===== config.mk =====
export PLATFORM = sky130hd
export DESIGN_NAME = burst_addr_arbiter_flat
export DESIGN_NICKNAME = d
export VERILOG_FILES = /design/src/rtl/burst_addr_arbiter_pkg.sv /design/src/rtl/burst_addr_arbiter_if.sv /design/src/rtl/addr_step6.sv /design/src/rtl/burst_addr_arbiter.sv /design/src/flat_wrapper.sv
export SDC_FILE = /design/constraint.sdc
export NUM_CORES = 1
export LEC_CHECK = 0
export ABC_AREA = 1
export CAP_MARGIN = 20
export CORE_ASPECT_RATIO = 1.1
export CORE_MARGIN = 10
export CORE_UTILIZATION = 35
export CTS_CLUSTER_DIAMETER = 200
export DETAILED_ROUTE_END_ITERATION = 8
export PLACE_DENSITY = 0.64
export SETUP_SLACK_MARGIN = 0.3
export SYNTH_ARGS = -nofsm -noshare
export SYNTH_HDL_FRONTEND = slang
export SYNTH_SLANG_ARGS = --single-unit
export TNS_END_PERCENT = 100

===== constraint.sdc =====
create_clock -name clk -period 1.8 [get_ports clk]
set_input_delay 0.27 -clock clk [delete_from_list [all_inputs] [get_ports clk]]
set_output_delay 0.27 -clock clk [all_outputs]
set_load 0.01 [all_outputs]

===== src/rtl/burst_addr_arbiter_pkg.sv =====
// Shared types and constants for the burst address arbiter slice.
// Optional feature macro used by this slice: BURST_ABORT_EN.
package burst_addr_arbiter_pkg;

  localparam int unsigned ADDR_W = 6;
  localparam int unsigned LEN_W  = 6;

  // Requester indices into req/gnt.
  localparam logic REQ0 = 1'b0;
  localparam logic REQ1 = 1'b1;

  typedef enum logic [1:0] {
    IDLE,
    BURST,
    DONE
  } state_t;

  // Round-robin pick: a lone requester wins; on a tie the requester
  // that was not granted last wins. Result is the winner's index.
  function automatic logic rr_pick(input logic [1:0] req, input logic lp);
    if (req[REQ0] && req[REQ1]) begin
      return ~lp;
    end
    return req[REQ1];
  endfunction

endpackage


===== src/rtl/burst_addr_arbiter_if.sv =====
// Requester/memory-side bundle for burst_addr_arbiter.
// The abort signal exists only when BURST_ABORT_EN is defined.
interface burst_addr_arbiter_if;
  import burst_addr_arbiter_pkg::*;

  logic [1:0]        req;
  logic [ADDR_W-1:0] base0;
  logic [LEN_W-1:0]  len0;
  logic [ADDR_W-1:0] base1;
  logic [LEN_W-1:0]  len1;
  logic [1:0]        gnt;
  logic [ADDR_W-1:0] addr;
  logic              addr_valid;
  logic              done;
`ifdef BURST_ABORT_EN
  logic              abort;
`endif

  // Requester side: drives requests and burst descriptors.
  modport master (
    output req, base0, len0, base1, len1,
`ifdef BURST_ABORT_EN
    output abort,
`endif
    input  gnt, addr, addr_valid, done
  );

  // Arbiter side.
  modport slave (
    input  req, base0, len0, base1, len1,
`ifdef BURST_ABORT_EN
    input  abort,
`endif
    output gnt, addr, addr_valid, done
  );

endinterface


===== src/rtl/addr_step6.sv =====
// 6-bit register with synchronous load and single-step count.
// Load has priority over inc; DOWN selects decrement instead of increment.
module addr_step6
  import burst_addr_arbiter_pkg::*;
#(
  parameter logic DOWN = 1'b0
) (
  input  logic              clk,
  input  logic              reset,
  input  logic [ADDR_W-1:0] value,
  input  logic              load,
  input  logic              inc,
  output logic [ADDR_W-1:0] q
);

  // Load wins over step; arithmetic wraps modulo 64.
  always_ff @(posedge clk) begin
    if (reset) begin
      q <= '0;
    end else if (load) begin
      q <= value;
    end else if (inc) begin
      if (DOWN) begin
        q <= q - 1'b1;
      end else begin
        q <= q + 1'b1;
      end
    end
  end

endmodule


===== src/rtl/burst_addr_arbiter.sv =====
// Round-robin burst address sequencer for the 64-word buffer.
// Grants one of two requesters, then walks addr from base for len+1 beats.
// Optional feature macro: BURST_ABORT_EN (adds an abort input on the bus).
module burst_addr_arbiter
  import burst_addr_arbiter_pkg::*;
(
  input  logic                 clk,
  input  logic                 reset,
  burst_addr_arbiter_if.slave  bus
);

  state_t            state;
  state_t            state_nx;
  logic              lp;
  logic              win;
  logic              any_req;
  logic              last;
  logic              abort_req;
  logic              ld;
  logic              step;
  logic [ADDR_W-1:0] ld_addr;
  logic [LEN_W-1:0]  ld_len;
  logic [ADDR_W-1:0] addr_q;
  logic [LEN_W-1:0]  remaining;
  logic [1:0]        gnt_q;
  logic [1:0]        gnt_d;
  logic              valid_q;
  logic              valid_d;
  logic              done_q;
  logic              done_d;

`ifdef BURST_ABORT_EN
  assign abort_req = bus.abort;
`else
  assign abort_req = 1'b0;
`endif

  assign any_req = |bus.req;
  assign win     = rr_pick(bus.req, lp);
  assign last    = (remaining == '0);
  assign ld_addr = win ? bus.base1 : bus.base0;
  assign ld_len  = win ? bus.len1  : bus.len0;

  // State register and last-grant pointer.
  always_ff @(posedge clk) begin
    if (reset) begin
      state <= IDLE;
      lp    <= REQ1;
    end else begin
      state <= state_nx;
      if (ld) begin
        lp <= win;
      end
    end
  end

  // Next-state logic; abort is only honoured while a burst is running.
  always_comb begin
    state_nx = state;
    case (state)
      IDLE:    if (any_req) state_nx = BURST;
      BURST:   if (last || abort_req) state_nx = DONE;
      DONE:    state_nx = IDLE;
      default: state_nx = IDLE;
    endcase
  end

  // Output/datapath controls: next values for the registered outputs
  // plus load/step strobes for the address and remaining counters.
  always_comb begin
    gnt_d   = '0;
    valid_d = 1'b0;
    done_d  = 1'b0;
    ld      = 1'b0;
    step    = 1'b0;
    case (state)
      IDLE: begin
        if (any_req) begin
          ld      = 1'b1;
          valid_d = 1'b1;
          gnt_d   = win ? 2'b10 : 2'b01;
        end
      end
      BURST: begin
        if (last || abort_req) begin
          done_d = 1'b1;
        end else begin
          step    = 1'b1;
          valid_d = 1'b1;
          gnt_d   = gnt_q;
        end
      end
      default: ;
    endcase
  end

  // Registered outputs.
  always_ff @(posedge clk) begin
    if (reset) begin
      gnt_q   <= '0;
      valid_q <= 1'b0;
      done_q  <= 1'b0;
    end else begin
      gnt_q   <= gnt_d;
      valid_q <= valid_d;
      done_q  <= done_d;
    end
  end

  addr_step6 #(.DOWN(1'b0)) u_addr (
    .clk   (clk),
    .reset (reset),
    .value (ld_addr),
    .load  (ld),
    .inc   (step),
    .q     (addr_q)
  );

  addr_step6 #(.DOWN(1'b1)) u_remaining (
    .clk   (clk),
    .reset (reset),
    .value (ld_len),
    .load  (ld),
    .inc   (step),
    .q     (remaining)
  );

  assign bus.gnt        = gnt_q;
  assign bus.addr       = addr_q;
  assign bus.addr_valid = valid_q;
  assign bus.done       = done_q;

endmodule

===== src/flat_wrapper.sv =====
// flat-port wrapper written by rule: the top's interface ports become plain ports
module burst_addr_arbiter_flat import burst_addr_arbiter_pkg::*;
  (clk, reset, bus_req, bus_base0, bus_len0, bus_base1, bus_len1, bus_gnt, bus_addr, bus_addr_valid, bus_done);
  burst_addr_arbiter_if bus_i ();
  input  logic clk;
  input  logic reset;
  input wire logic [$bits(bus_i.req)-1:0] bus_req;
  input wire logic [$bits(bus_i.base0)-1:0] bus_base0;
  input wire logic [$bits(bus_i.len0)-1:0] bus_len0;
  input wire logic [$bits(bus_i.base1)-1:0] bus_base1;
  input wire logic [$bits(bus_i.len1)-1:0] bus_len1;
  output wire logic [$bits(bus_i.gnt)-1:0] bus_gnt;
  output wire logic [$bits(bus_i.addr)-1:0] bus_addr;
  output wire logic [$bits(bus_i.addr_valid)-1:0] bus_addr_valid;
  output wire logic [$bits(bus_i.done)-1:0] bus_done;
  assign bus_i.req = bus_req;
  assign bus_i.base0 = bus_base0;
  assign bus_i.len0 = bus_len0;
  assign bus_i.base1 = bus_base1;
  assign bus_i.len1 = bus_len1;
  assign bus_gnt = bus_i.gnt;
  assign bus_addr = bus_i.addr;
  assign bus_addr_valid = bus_i.addr_valid;
  assign bus_done = bus_i.done;
  burst_addr_arbiter u_core (.clk(clk), .reset(reset), .bus(bus_i));
endmodule

==> results of run 1 <==
==> routing by layer <==
metal  track usage, %  share of wire, %
met1             13.5                49
met3             2.26               3.3
met2             18.4                46
met4             4.13               1.1
met5                0                 0
==> through the flow <==
step / power, mW / hold slack [ns] / worst slack [ns] / cells
floorplan: 1.23 / 0.339 / 0.527 / 203
global placement: 1.50 / 0.452 / 0.109 / 288
detailed placement: 1.51 / 0.453 / 0.0695 / 288
CTS: 1.73 / 0.475 / 0.254 / 292
global route: 1.92 / 0.508 / 0.285 / 295
finish: 1.75 / 0.469 / 0.356 / 295
==> final cells by class <==
cell class,instances,area (sq um)
repair buffers,47,444
clock buffers,4,26.3
multi-input cells,154,736
inverters,23,91.3
fillers,378,1670
well taps,48,60.1
flip-flops and latches,19,389
==> worst max-delay path by stage <==
stage / start / end / slack [ns] / cells after the start
finish: u_core.bus.gnt[0] / bus_gnt[0] / 0.36 / 1
detailed placement: bus_req[1] / u_core.u_remaining.q[4] / 0.07 / 6
global placement: bus_req[1] / u_core.u_addr.q[2] / 0.11 / 6
CTS: u_core.u_addr.q[0] / bus_addr[0] / 0.25 / 1
global route: bus_req[1] / u_core.u_remaining.q[0] / 0.29 / 9
floorplan: u_core.u_remaining.q[0] / u_core.u_remaining.q[0] / 0.53 / 9
==> report_power, final <==
part           leakage, nW  total [mW]  internal, mW  switching [mW]
Combinational        0.688       0.889         0.390           0.499
Clock               0.0150       0.222        0.0862           0.136
Sequential           0.159       0.643         0.531           0.112
==> kinds of logic (layout without fill, tap and decap cells) <==
| family | Yosys count | in the layout |
|---|---|---|
| AOI/OAI and AO/OA | 22 | 22 |
| adders and majority gates | 3 | 3 |
| buffers and inverters | 30 | 74 |
| DFF | 19 | 19 |
| and+or+nand+nor | 129 | 129 |
==> state kept, by name, indices dropped and copies added, names as in the netlist <==
signal	count
u_core.lp	1
u_core.bus.gnt	2
u_core.u_addr.q	6
u_core.bus.addr_valid	1
u_core.bus.done	1
u_core.state	2
u_core.u_remaining.q	6
==> synthesized netlist by cell type (all sizes together) <==
library cell,instances
ha,3
nand3b,6
clkinv,1
inv,22
nand2,61
nand4,3
a21oi,3
clkbuf,1
nand3,15
nor4,2
or2,1
o21bai,1
nor2,41
dfxtp,19
buf,6
o21ai,18
==> what timing repair did <==
item / CTS / global route
pin swaps: 0 / 1
hold buffers: 0 / 0
setup endpoints to repair: 16 / 14
setup buffers: 0 / 3
gates resized for setup: 11 / 5
hold endpoints to repair: 0 / 0
==> cells in the final DEF, fill, tap and decap left out, drive strengths merged, types with 2 or more instances in the layout <==
cell type	Yosys	final
nand2	61	61
nor2	41	41
clkdlybuf4s50	0	30
inv	22	22
dfxtp	19	19
o21ai	18	18
nand3	15	15
buf	6	10
nand3b	6	6
dlygate4sd2	0	5
clkbuf	1	4
nand4	3	3
a21oi	3	3
ha	3	3
nor4	2	2
dlymetal6s2s	0	2
==> metrics, run 1 <==
maximum fanout count along the critical path 2; arrival time of data at the critical path endpoint 1.17 ns; unique cell type count in the Yosys netlist 25; relative max-transition margin 79.6%; setup TNS after final layout 0 ns; flops & latches, synth 19; number of cells on the worst reg-to-reg path 8; source of the worst hold timing path u_core.bus.gnt[0]; cell accounting for the most synthesized area dfxtp_1; Clk pin slew, worst setup/hold paths 0.11 ns; via count of the first global-routing pass 1299; antenna violations before repair 0; setup repair after global routing missed its margin yes; number of H-tree levels 1; fraction of synthesized cell area in xor and xnor cells 0%; # Max-Cap Violations 0; cells traversed along the worst timing path clkdlybuf4s50_1; capturing element type of the critical path output pin; portion of synthesized cell area occupied by the leading cell type 30.2%; worst voltage drop across the vdd grid 0.000429 V; Synth Instances 203; startpoint of the most critical register-to-register path u_core.u_remaining.q[0]; endpoint of the worst register-to-register path u_core.u_addr.q[3]; synthesized area divided by synthesized cell count 6.20 sq um; Worst path top cell family by delay buffers and inverters; final hold violation count 0; Req. time, crit path 1.53 ns; via density per instance 4.54; worst hold path endpoint u_core.bus.gnt[0]; root buffer cell clkbuf_4; Net Count, Synth 234; stage delay of the slowest cell on the critical path 0.54 ns; final critical-path required period 1.44 ns; crit path buf inv count 1; Layout Area Growth over Synthesis 38.8%; Clock Skew 0.00501 ns; post-synthesis simple-gate area fraction 45.5%; launching element type of the critical path register; reg-to-reg setup timing slack 0.41 ns; post-route cell area 1750 sq um; core area 3410 sq um; status complete, no violations; overflow left after global routing 0; overall routed net length 3600 um; portion of the clock cycle consumed by the worst path in the final layout 80.2%; Detailed Route Iter0 Violations 76; portion of the post-synthesis area used by sequential elements 30.2%; path type of the worst setup path reg2out; Critical-path top delay cell clkdlybuf4s50_1; synthesized cell area 1260 sq um; pin count of the biggest net entering global routing 16; TritonCTS sink count 19; number of antenna diodes 0; via count of the routed design 1338; HPWL reported at the end of detailed placement 2730 um; final core utilization 51.2%; transition at the pin with the smallest max-transition slack 0.307 ns; PortBufs 37; top post-synthesis cells by area dfxtp_1, nand2_1, nor2_1, inv_1, nand3_1; Worst-Skew Late Latency 0.30 ns; Antenna Violating Nets Remaining 0; maximum clock frequency 692 MHz; Synth Area in Adders 2.98%; LEAKAGE 0.863 nW; wire length of the first global-routing pass 6030 um; Die Area 6400 sq um; total power divided by cell area 1000 nW/um^2; number of core rows 22; average wire per standard cell 12.2 um; TritonCTS clock tree built; total global-route track usage 11.0%; combinational family with the most area after synthesis simple AND/OR/NAND/NOR gates; remaining design rule violation count 0; die extent in y 82.9 um; Slew Limit Fails 0; effective utilization at floorplan 36.9%; number of top-level pins 38; Die Wd 77.2 um; post-synthesis compound-gate area fraction 9.24%; number of setup violations in the final report 0; Hold Path Class reg2reg; Hold Path Stages 2; share of cell area taken by muxes after synthesis 0%; ratio of cells with drive above 1 in the final layout 13.0%; buffer depth of the longest clock path 2; warnings from Yosys 0; TritonCTS buffer count 3; first drt pass iteration count 4; number of nets in the layout 279; Cell Area, Placed 1680 sq um; Final Wtd Congestion 0.824
Note: power is estimated with default switching activity, not from simulation.
==> run 2: changes to the inputs <==
==> constraint.sdc (replaced) <==
create_clock -name clk -period 1.4 [get_ports clk]
set_input_delay 0.21 -clock clk [delete_from_list [all_inputs] [get_ports clk]]
set_output_delay 0.21 -clock clk [all_outputs]
set_load 0.01 [all_outputs]
==> metrics, run 2 (synthesis gave the netlist of run 1 again) <==
portion of the clock cycle consumed by the worst path in the final layout 85.8%; post-route cell area 2110 sq um; HPWL reported at the end of detailed placement 2810 um; Die Wd 77.2 um; final critical-path required period 1.20 ns; Clock Skew 0.00725 ns; maximum clock frequency 833 MHz; Post-Layout Cell Count 311; Layout Area Growth over Synthesis 67.5%; Final Wtd Congestion 0.813; wire length of the first global-routing pass 6670 um; core area 3410 sq um; setup repair after global routing missed its margin yes; TritonCTS buffer count 3; number of nets in the layout 295; number of core rows 22; effective utilization at floorplan 36.9%; path type of the worst setup path reg2reg; pin count of the biggest net entering global routing 14; Die Area 6400 sq um; number of setup violations in the final report 0; Clk pin slew, worst setup/hold paths 0.11 ns; worst voltage drop across the vdd grid 0.000714 V; via count of the first global-routing pass 1481; maximum fanout count along the critical path 6; antenna violations before repair 0; final hold violation count 0; total power divided by cell area 1360 nW/um^2; hold buffer count at cts 0; ratio of cells with drive above 1 in the final layout 36.5%; Post-Place Setup Slack -0.190 ns; final setup margin 0.199 ns; Detailed Route Iter0 Violations 46; buffer depth of the longest clock path 2; # Max-Cap Violations 0; number of top-level pins 38; leading registers by flop count u_core.u_addr.q x6, u_core.u_remaining.q x6; remaining design rule violation count 0; LEAKAGE 0.960 nW; Antenna Violating Nets Remaining 0; Slew Limit Fails 0; Hold Path Class reg2reg; number of filler cells placed in the layout 349; number of antenna diodes 0; Req. time, crit path 1.61 ns; TritonCTS sink count 19; arrival time of data at the critical path endpoint 1.41 ns; root buffer cell clkbuf_4; most common library cell in the layout ignoring fill and taps nand2_1; overall routed net length 3930 um; commonest non-fill, non-tap cells in the layout nand2_1, clkdlybuf4s50_1, nor2_1, buf_4, inv_1; overflow left after global routing 0; total global-route track usage 12.1%; relative max-transition margin 79.3%; via count of the routed design 1466; status complete, no violations; first drt pass iteration count 4; Cell Area, Placed 1790 sq um; Worst-Skew Late Latency 0.31 ns; PortBufs 37; via density per instance 4.71; TritonCTS clock tree built; average wire per standard cell 12.6 um; number of placed instances, taps included 296; capturing element type of the critical path register; launching element type of the critical path register; Tot Pwr 2.87 mW; number of H-tree levels 1; die extent in y 82.9 um; transition at the pin with the smallest max-transition slack 0.310 ns
## run 2: cell count changes in the layout (fill, tap and decap cells not counted), sizes merged
cell           before  now
clkdlybuf4s15       0    3
clkdlybuf4s50      30   25
clkinv              1    2
dlymetal6s2s        2    0
clkbuf              4    6
buf                10   28
nand2              61   63
dlygate4sd2         5    2
## run 2: through the flow
stage               TNS [ns]  hold WS, ns  util (%)
finish                     0        0.481      61.8
global route               0        0.508      61.8
global placement       -2.01        0.455      52.4
floorplan                  0        0.279         -
detailed placement     -2.36        0.453      52.4
CTS                        0        0.473      61.1
## run 2: power breakdown
group	internal [mW]	switching, mW
Combinational	0.806	0.938
Sequential	0.696	0.148
Clock	0.111	0.175
Total	1.61	1.26
## run 2: path summary, 6_finish.rpt
kind                                         from                       to  slack (ns)  cells after the start
worst min register to register  u_core.bus.gnt[0]        u_core.bus.gnt[0]        0.48                      2
worst min-delay path            u_core.bus.gnt[0]        u_core.bus.gnt[0]        0.48                      2
worst max-delay path              u_core.state[1]  u_core.u_remaining.q[4]        0.20                      7
worst max register to register    u_core.state[1]  u_core.u_remaining.q[4]        0.20                      7
## run 2: cell type report
type,count,area (sq um),share of cell area (%)
tap,48,60.1,2.85
timing repair inverter,1,16.3,0.772
multi-input combinational,156,941,44.6
timing repair buffer,60,553,26.2
clock buffer,4,26.3,1.25
sequential,19,405,19.2
inverter,23,106,5.04
## run 2: repair_timing
action	in CTS	in global routing
pin swaps	13	4
endpoints found under the setup margin	27	28
setup buffers	8	0
resized for setup	77	25
cloned	3	0
## run 2: critical path, cell delays in order, from the launching register on
cell and delay (ns):
dfxtp_4 0.40, nor2_4 0.12, o21ai_4 0.09, buf_12 0.15, nand2_8 0.12, clkinv_8 0.09, nor2_4 0.10, nor2_1 0.04
## run 2: layer usage
metal	wire length (um)	share of wire [%]	vias up	GRT usage (%)
li1	-	-	769	-
met1	1750	45	656	14.4
met2	1940	49	36	20.9
met3	192	4.9	5	2.48
met4	45	1.1	0	4.13
met5	0	0	-	0
